`src/rtl/cnt_reg_ext.sv`:
```
// Parametrised load/count/shift register with step, limit, wrap or saturate,
// terminal-count pulse and sticky overflow flag.
module cnt_reg_ext #(
    parameter int WIDTH  = 8,
    parameter int STEP_W = 4,
    parameter bit SAT    = 1'b0
) (
    input  logic              clk,
    input  logic              rst,
    input  logic              clr,
    input  logic              ld,
    input  logic              shl,
    input  logic              shr,
    input  logic              sin,
    input  logic              inc,
    input  logic              dec,
    input  logic [STEP_W-1:0] step,
    input  logic [WIDTH-1:0]  lim,
    input  logic [WIDTH-1:0]  in,
    output logic [WIDTH-1:0]  out,
    output logic              tc,
    output logic              ovf,
    output logic              zero
);

    logic [WIDTH-1:0] r_out;
    logic             r_tc;
    logic             r_ovf;

    logic [WIDTH-1:0] w_step;
    logic [WIDTH:0]   w_sum;
    logic [WIDTH-1:0] w_out_nxt;
    logic             w_tc_nxt;
    logic             w_ovf_nxt;

    assign w_step = WIDTH'(step);
    // One extra bit so a sum past the top of the register still compares above lim.
    assign w_sum  = {1'b0, r_out} + {1'b0, w_step};

    always_comb begin
        // NOTE: every output of this block gets a default first, so no path can infer a latch.
        w_out_nxt = r_out;
        w_tc_nxt  = 1'b0;
        w_ovf_nxt = r_ovf;
        if (clr) begin
            w_out_nxt = '0;
            w_ovf_nxt = 1'b0;
        end else if (ld) begin
            w_out_nxt = in;
            w_ovf_nxt = 1'b0;
        end else if (shl) begin
            w_out_nxt = {r_out[WIDTH-2:0], sin};
        end else if (shr) begin
            w_out_nxt = {sin, r_out[WIDTH-1:1]};
        end else if (inc && !dec) begin
            if (w_sum > {1'b0, lim}) begin
                w_out_nxt = SAT ? lim : '0;
                w_tc_nxt  = 1'b1;
                w_ovf_nxt = 1'b1;
            end else begin
                w_out_nxt = w_sum[WIDTH-1:0];
            end
        end else if (dec && !inc) begin
            if (r_out < w_step) begin
                w_out_nxt = SAT ? '0 : lim;
                w_tc_nxt  = 1'b1;
                w_ovf_nxt = 1'b1;
            end else begin
                w_out_nxt = r_out - w_step;
            end
        end
    end

    // NOTE: sequential state uses non-blocking assignments so all registers update together.
    always_ff @(posedge clk or negedge rst) begin
        if (!rst) begin
            r_out <= '0;
            r_tc  <= 1'b0;
            r_ovf <= 1'b0;
        end else begin
            r_out <= w_out_nxt;
            r_tc  <= w_tc_nxt;
            r_ovf <= w_ovf_nxt;
        end
    end

    assign out  = r_out;
    assign tc   = r_tc;
    assign ovf  = r_ovf;
    assign zero = (r_out == '0);

endmodule

```
`config.mk`:
```
export PLATFORM = sky130hd
export DESIGN_NAME = cnt_reg_ext
export DESIGN_NICKNAME = d
export VERILOG_FILES = /design/src/rtl/cnt_reg_ext.sv
export SDC_FILE = /design/constraint.sdc
export NUM_CORES = 1
export LEC_CHECK = 0
export ABC_AREA = 1
export BUFFER_PORTS_ARGS = -buffer_cell sky130_fd_sc_hd__buf_2
export CAP_MARGIN = 20
export CORE_ASPECT_RATIO = 0.8
export CORE_MARGIN = 4
export CORE_UTILIZATION = 48
export DETAILED_ROUTE_END_ITERATION = 16
export MAX_ROUTING_LAYER = met4
export PLACE_DENSITY_LB_ADDON = 0.1
export SKIP_CTS_REPAIR_TIMING = 1
export SLEW_MARGIN = 20
export SYNTH_ARGS = -nofsm -noshare
export SYNTH_HDL_FRONTEND = slang
export SYNTH_SLANG_ARGS = --single-unit
```
`constraint.sdc`:
```
create_clock -name clk -period 2.7 [get_ports clk]
set_input_delay 0 -clock clk [delete_from_list [all_inputs] [get_ports clk]]
set_output_delay 0 -clock clk [all_outputs]
set_load 0.01 [all_outputs]
```
==> reports/qor.yml, run 1 <==
cts_inserted_buffers: 3
fin_nets: 368
drive_gt1_share_pct: 30.8
cap_violations: 0
initial_utilization_pct: 51.3
finalNonFillerCells: 358
syn_area_per_cell_um2: 6.20
finClkSkew_ns: 0.000739
ir_drop_uv: 232
dp_cells: 350
synth-seq-area-share_pct: 15.3
core_um2: 3180
rows: 18
cts_sinks: 10
endpoint_kind: "flop"
synthArstFlopShare_pct: 100
worstMarginPinSlew_ns: 0.420
cp_common_cell: "nand2_1"
hold_class: "in -> reg"
cts-root-buf: "clkbuf_8"
grt_pass1_vias: 1573
hold-worst-slack_ns: 0.0574
netlist_top_cells_count: "nand2_1 (76), inv_1 (40), a21oi_1 (33)"
cp_max_fo: 5
status: "finished with violations"
crit_path_max_incr_delay_ns: 0.43
syn_area_um2: 1630
crit_arrival_ns: 3.11
finalCritPeriodShare_pct: 110
hpwl_um: 3650
gp_congestion: 0.925
grt_antenna_before_repair: 0
crit_type: "reg -> reg"
die_h_um: 60.1
violations: "setup timing"
die_w_um: 73.2
fin_setup_tns_ns: -1.78
dpl_cell_area_um2: 1960
cp-start-kind: "flop"
portBuffers: 39
synth_edf_count: 0
clkLatencyLatePin_ns: 0.24
drc: 0
wl_um: 4620
cp.required_ns: 2.83
grt_pass1_wl_um: 7140
yosysTopAreaCell: "nand2_1"
clockBufferDepth: 2
hold_violations: 0
ys_warn_count: 0
ctsHtreeMaxLevel: 1
avgViaCountPerCell: 4.97
post-synth-top-count-cell: "nand2_1"
synthDominantCellAreaShare_pct: 17.5
synthesis.nets: 312
overflow: 0
cp_num_buf_inv: 1
synth_area_leaders: "nand2_1 (17%), dfrtp_1 (15%), ha_1 (14%), a21oi_1 (10%), inv_1 (9.2%)"
final_area_um2: 2130
setup_viol: 10
synthFlopType: "dfrtp_1"
syn_inst: 263
max_freq_mhz: 335
pre_cts_ws_ns: -0.276
io_pins: 40
die_area_um2: 4400
cts_tree: "built"
cp_slowest_cell: "dfrtp_2"
relSlewSlack_pct: 72.0
p_per_area_nw_per_um2: 391
num_antenna_cells: 0
ys_seq_elements: 10
nFillCells: 293
firstDrtPassIters: 4
power_uw: 833
maxSlewViolCount: 0
drt-initial-drc-count: 150
vias: 1781
clkSlewWorstSetupHoldPaths_ns: 0.05
path_delay_family: "simple AND/OR/NAND/NOR gates"
ant_nets: 0
grt_start_max_net_pins: 18
fin_util_pct: 67.0
wl_per_cell_um: 12.9
p_leak_nw: 1.22
area_growth_pct: 30.5
layout_setup_ws_ns: -0.283
rsz0062_at_grt: "true"
synth.distinct_cells: 33
path_cells: "ha_4 -> fa_2 -> nand3_2 -> nand3_4 -> xor2_2 -> ha_1 -> nand2_2 -> nor2_4 -> nand2_1 -> nand3_1 -> nand2_1 -> nand2_1 -> nand2_1 -> nand2_1 -> nand2_2 -> buf_4 -> nand3_1 -> nand3_1 -> nand2_1 -> nand2_1 -> nand2_1 -> nand2_1"
finalCriticalPeriod_ns: 2.98
grt_util_all_layers_pct: 21.4
==> routing by layer <==
layer	vias to the layer above	GRT usage, %	part of all wire (%)
met4	0	2.37	0.39
met2	55	33.8	47
met5	-	-	0
li1	939	-	-
met1	785	29.7	46
met3	2	3.19	6.8
==> worst paths after layout <==
path / start / to / slack [ns] / cells past startpoint
setup reg to reg: out[0] / out[2] / -0.28 / 22
max in group asynchronous: rst / out[0] / 2.33 / 2
setup / recovery: out[0] / out[2] / -0.28 / 22
hold reg to reg: ovf / ovf / 0.52 / 2
hold / removal: clr / ovf / 0.06 / 3
min in group asynchronous: rst / out[6] / 0.15 / 2
==> power by group <==
| part | internal, mW | switching (mW) | leakage, nW | total, mW |
|---|---|---|---|---|
| Combinational | 0.194 | 0.265 | 1.07 | 0.459 |
| Clock | 0.129 | 0.0631 | 0.0288 | 0.192 |
| Sequential | 0.161 | 0.0206 | 0.128 | 0.182 |
==> cell type report <==
cell class | count | area [um^2] | area share (%)
Multi-Input combinational cell | 195 | 1220 | 57.4
Timing Repair Buffer | 60 | 359 | 16.9
Sequential cell | 10 | 253 | 11.9
Inverter | 49 | 189 | 8.88
Clock buffer | 4 | 55.1 | 2.59
Tap cell | 40 | 50.0 | 2.35
==> cell usage in the layout (no fill, tap or decap), types with 8 or more instances in the layout <==
cell / netlist / layout
nand2_1: 76 / 73
buf_2: 4 / 39
buf_4: 1 / 19
ha_1: 18 / 17
nor2_1: 13 / 12
inv_1: 40 / 40
dfrtp_1: 10 / 8
nand3_1: 18 / 16
a21oi_1: 33 / 33
==> state kept, by name, indices dropped and copies added, names as in the netlist <==
signal	cells
out	8
ovf	1
tc	1
==> cell families after synthesis <==
| logic type | Yosys count | synth area share, % |
|---|---|---|
| AND/OR/NAND/NOR | 124 | 34.8 |
| adder cells (fa/ha/maj) | 20 | 16.3 |
| XOR/XNOR | 7 | 3.76 |
| flip-flops | 10 | 15.3 |
| buffers and inverters | 58 | 14.7 |
| AO/OA/AOI/OAI | 44 | 15.1 |
==> worst min-delay path, cell delays in order <==
cell and delay, ns:
buf_2 0.09, nor2_1 0.05, a21boi_1 0.12
No activity file was read; power rests on OpenSTA's default activity.
==> run 2: changes to the inputs <==
ABC_AREA = 0   (was 1)
==> reports/qor.yml, run 2 <==
grt_use_met3_pct: 4.47
die_w_um: 73.8
syn_inst: 221
worstSetupPathDepth: 12
firstDrtPassIters: 6
avgViaCountPerCell: 6.17
clockBufferDepth: 2
finalCriticalPeriod_ns: 2.96
clkLatencyLatePin_ns: 0.24
fin_nets: 336
max_freq_mhz: 338
gp_congestion: 1.04
num_antenna_cells: 0
grt_start_max_net_pins: 18
ys_warn_count: 0
cts_sinks: 10
overflow: 0
dpl_cell_area_um2: 2150
ctsHtreeMaxLevel: 1
rows: 18
synth-seq-area-share_pct: 15.0
synth_area_leaders: "dfrtp_1 (15%), ha_1 (14%), a21oi_1 (4.8%), inv_1 (4.5%), nor2_1 (4.5%)"
path_delay_family: "compound AO/OA/AOI/OAI gates"
syn_area_um2: 1660
ir_drop_uv: 330
rsz0062_at_grt: "true"
drt-initial-drc-count: 239
initial_utilization_pct: 52.0
crit_path_end: "out[3]"
final_common_cell: "buf_2"
drive_gt1_share_pct: 34.3
use_met1_pct: 38.2
cp.required_ns: 2.83
largest_register_ffs: 8
synthDominantCellAreaShare_pct: 15.0
ant_nets: 0
hold_class: "in -> async"
portBuffers: 39
critical_path.reg2reg.endpoint: "out[3]"
crit_arrival_ns: 3.10
synth.distinct_cells: 57
worstMarginPinSlew_ns: 0.598
hold_violations: 0
crit_type: "reg -> reg"
crit_path_max_incr_delay_ns: 0.43
final_cell_mix: "buf_2 (39), buf_4 (32), inv_1 (20), nor2_1 (20), a21oi_1 (14)"
p_per_area_nw_per_um2: 427
cts_tree: "built"
clkSlewWorstSetupHoldPaths_ns: 0.05
setup_viol: 10
cp_max_fo: 7
finalCritPeriodShare_pct: 110
endpoint_kind: "flop"
cp-start-kind: "flop"
synthFlopType: "dfrtp_1"
finClkSkew_ns: 0.00292
grt_pass1_wl_um: 8790
die_h_um: 60.6
grt_util_all_layers_pct: 26.6
r2r_cells: 12
area_growth_pct: 38.0
synth_edf_count: 0
wl_um: 5490
path_cells: "ha_4 -> nor3b_4 -> nor3_2 -> o311a_1 -> or2_1 -> ha_4 -> a2111oi_4 -> o21ai_1 -> o211ai_1 -> buf_4 -> a31oi_1 -> o211ai_1"
drc: 0
wl_per_cell_um: 16.8
cp_num_buf_inv: 1
rr_startpoint: "out[2]"
synthesis.nets: 270
core_um2: 3200
cts_inserted_buffers: 3
synthArstFlopShare_pct: 100
finalNonFillerCells: 326
grt_pass1_vias: 1775
dp_cells: 317
cp_slowest_cell: "dfrtp_2"
io_pins: 40
layout_setup_ws_ns: -0.262
top_usage_layer: "met2"
vias: 2011
grt_antenna_before_repair: 0
netlist_top_cells_count: "inv_1 (20), nor2_1 (20), ha_1 (18)"
startpoint: "out[2]"
cap_violations: 0
cts-root-buf: "clkbuf_8"
syn_area_per_cell_um2: 7.52
p_leak_nw: 1.08
reg2reg_setup_slack_ns: -0.26
relSlewSlack_pct: 59.8
status: "finished with violations"
gr-usage-met2_pct: 39.3
hpwl_um: 4350
final_area_um2: 2290
yosysTopAreaCell: "dfrtp_1"
ys_seq_elements: 10
die_area_um2: 4480
maxSlewViolCount: 0
violations: "setup timing"
-- run 2: cell count changes in the layout (fill, tap and decap cells not counted), moves of 5 or more --
cell / change
nand3_1: -8
inv_1: -20
o21ai_0: +6
o22ai_1: +5
nand2_1: -60
a22oi_1: +5
a21oi_1: -19
nor2_1: +8
buf_4: +13
-- run 2: kinds of logic after synthesis --
family                   Yosys count  share of synthesized area (%)
buffers and inverters             34                           7.75
flip-flops                        10                           15.0
adder cells (fa/ha/maj)           20                           16.0
XOR/XNOR                           6                           3.16
AO/OA/AOI/OAI                     73                           32.4
multiplexers                       4                           2.78
AND/OR/NAND/NOR                   74                           22.9
-- run 2: routing by layer --
metal / up-vias / wire length, um
met1: 928 / 2470
met3: 8 / 512
met4: 0 / 71
met5: - / 0
met2: 113 / 2440
li1: 962 / -
-- run 2: layout make-up --
cell class,instances,area [um^2]
clock buffers,4,55.1
fillers,282,903
inverters,23,86.3
multi-input cells,177,1410
flip-flops and latches,10,253
well taps,40,50.0
repair buffers,72,445
-- run 2: worst min path at each step --
| stage | slack (ns) | endpoint | start |
|---|---|---|---|
| floorplan | -0.30 | out[0] | rst |
| global placement | -0.12 | tc | rst |
| detailed placement | -0.12 | tc | rst |
| CTS | -0.38 | ovf | rst |
| global route | 0.18 | ovf | rst |
| finish | 0.15 | ovf | rst |
-- run 2: where the power goes --
part | switching, mW | total (mW) | internal [mW]
sequential | 0.0195 | 0.183 | 0.164
clock | 0.0653 | 0.194 | 0.129
combinational | 0.317 | 0.601 | 0.285
total | 0.401 | 0.979 | 0.577
-- run 2: metrics by stage --
stage	worst slack, ns	utilization [%]	TNS [ns]	hold slack, ns	total power [mW]
final	-0.262	71.8	-2.01	0.150	0.979
after global routing	-0.458	71.8	-4.00	0.179	1.05
after CTS	-0.267	68.9	-2.15	-0.376	0.939
after detailed placement	-0.249	67.1	-1.94	-0.119	0.743
after global placement	-0.197	67.1	-1.47	-0.120	0.735
after floorplan	-0.413	-	-3.05	-0.296	0.537
-- run 2: worst reg2reg max path, stage by stage (launching register included) --
cell,delay (ns)
dfrtp_2,0.43
ha_4,0.28
nor3b_4,0.26
nor3_2,0.08
o311a_1,0.30
or2_1,0.25
ha_4,0.18
a2111oi_4,0.32
o21ai_1,0.10
o211ai_1,0.16
buf_4,0.18
a31oi_1,0.08
o211ai_1,0.25
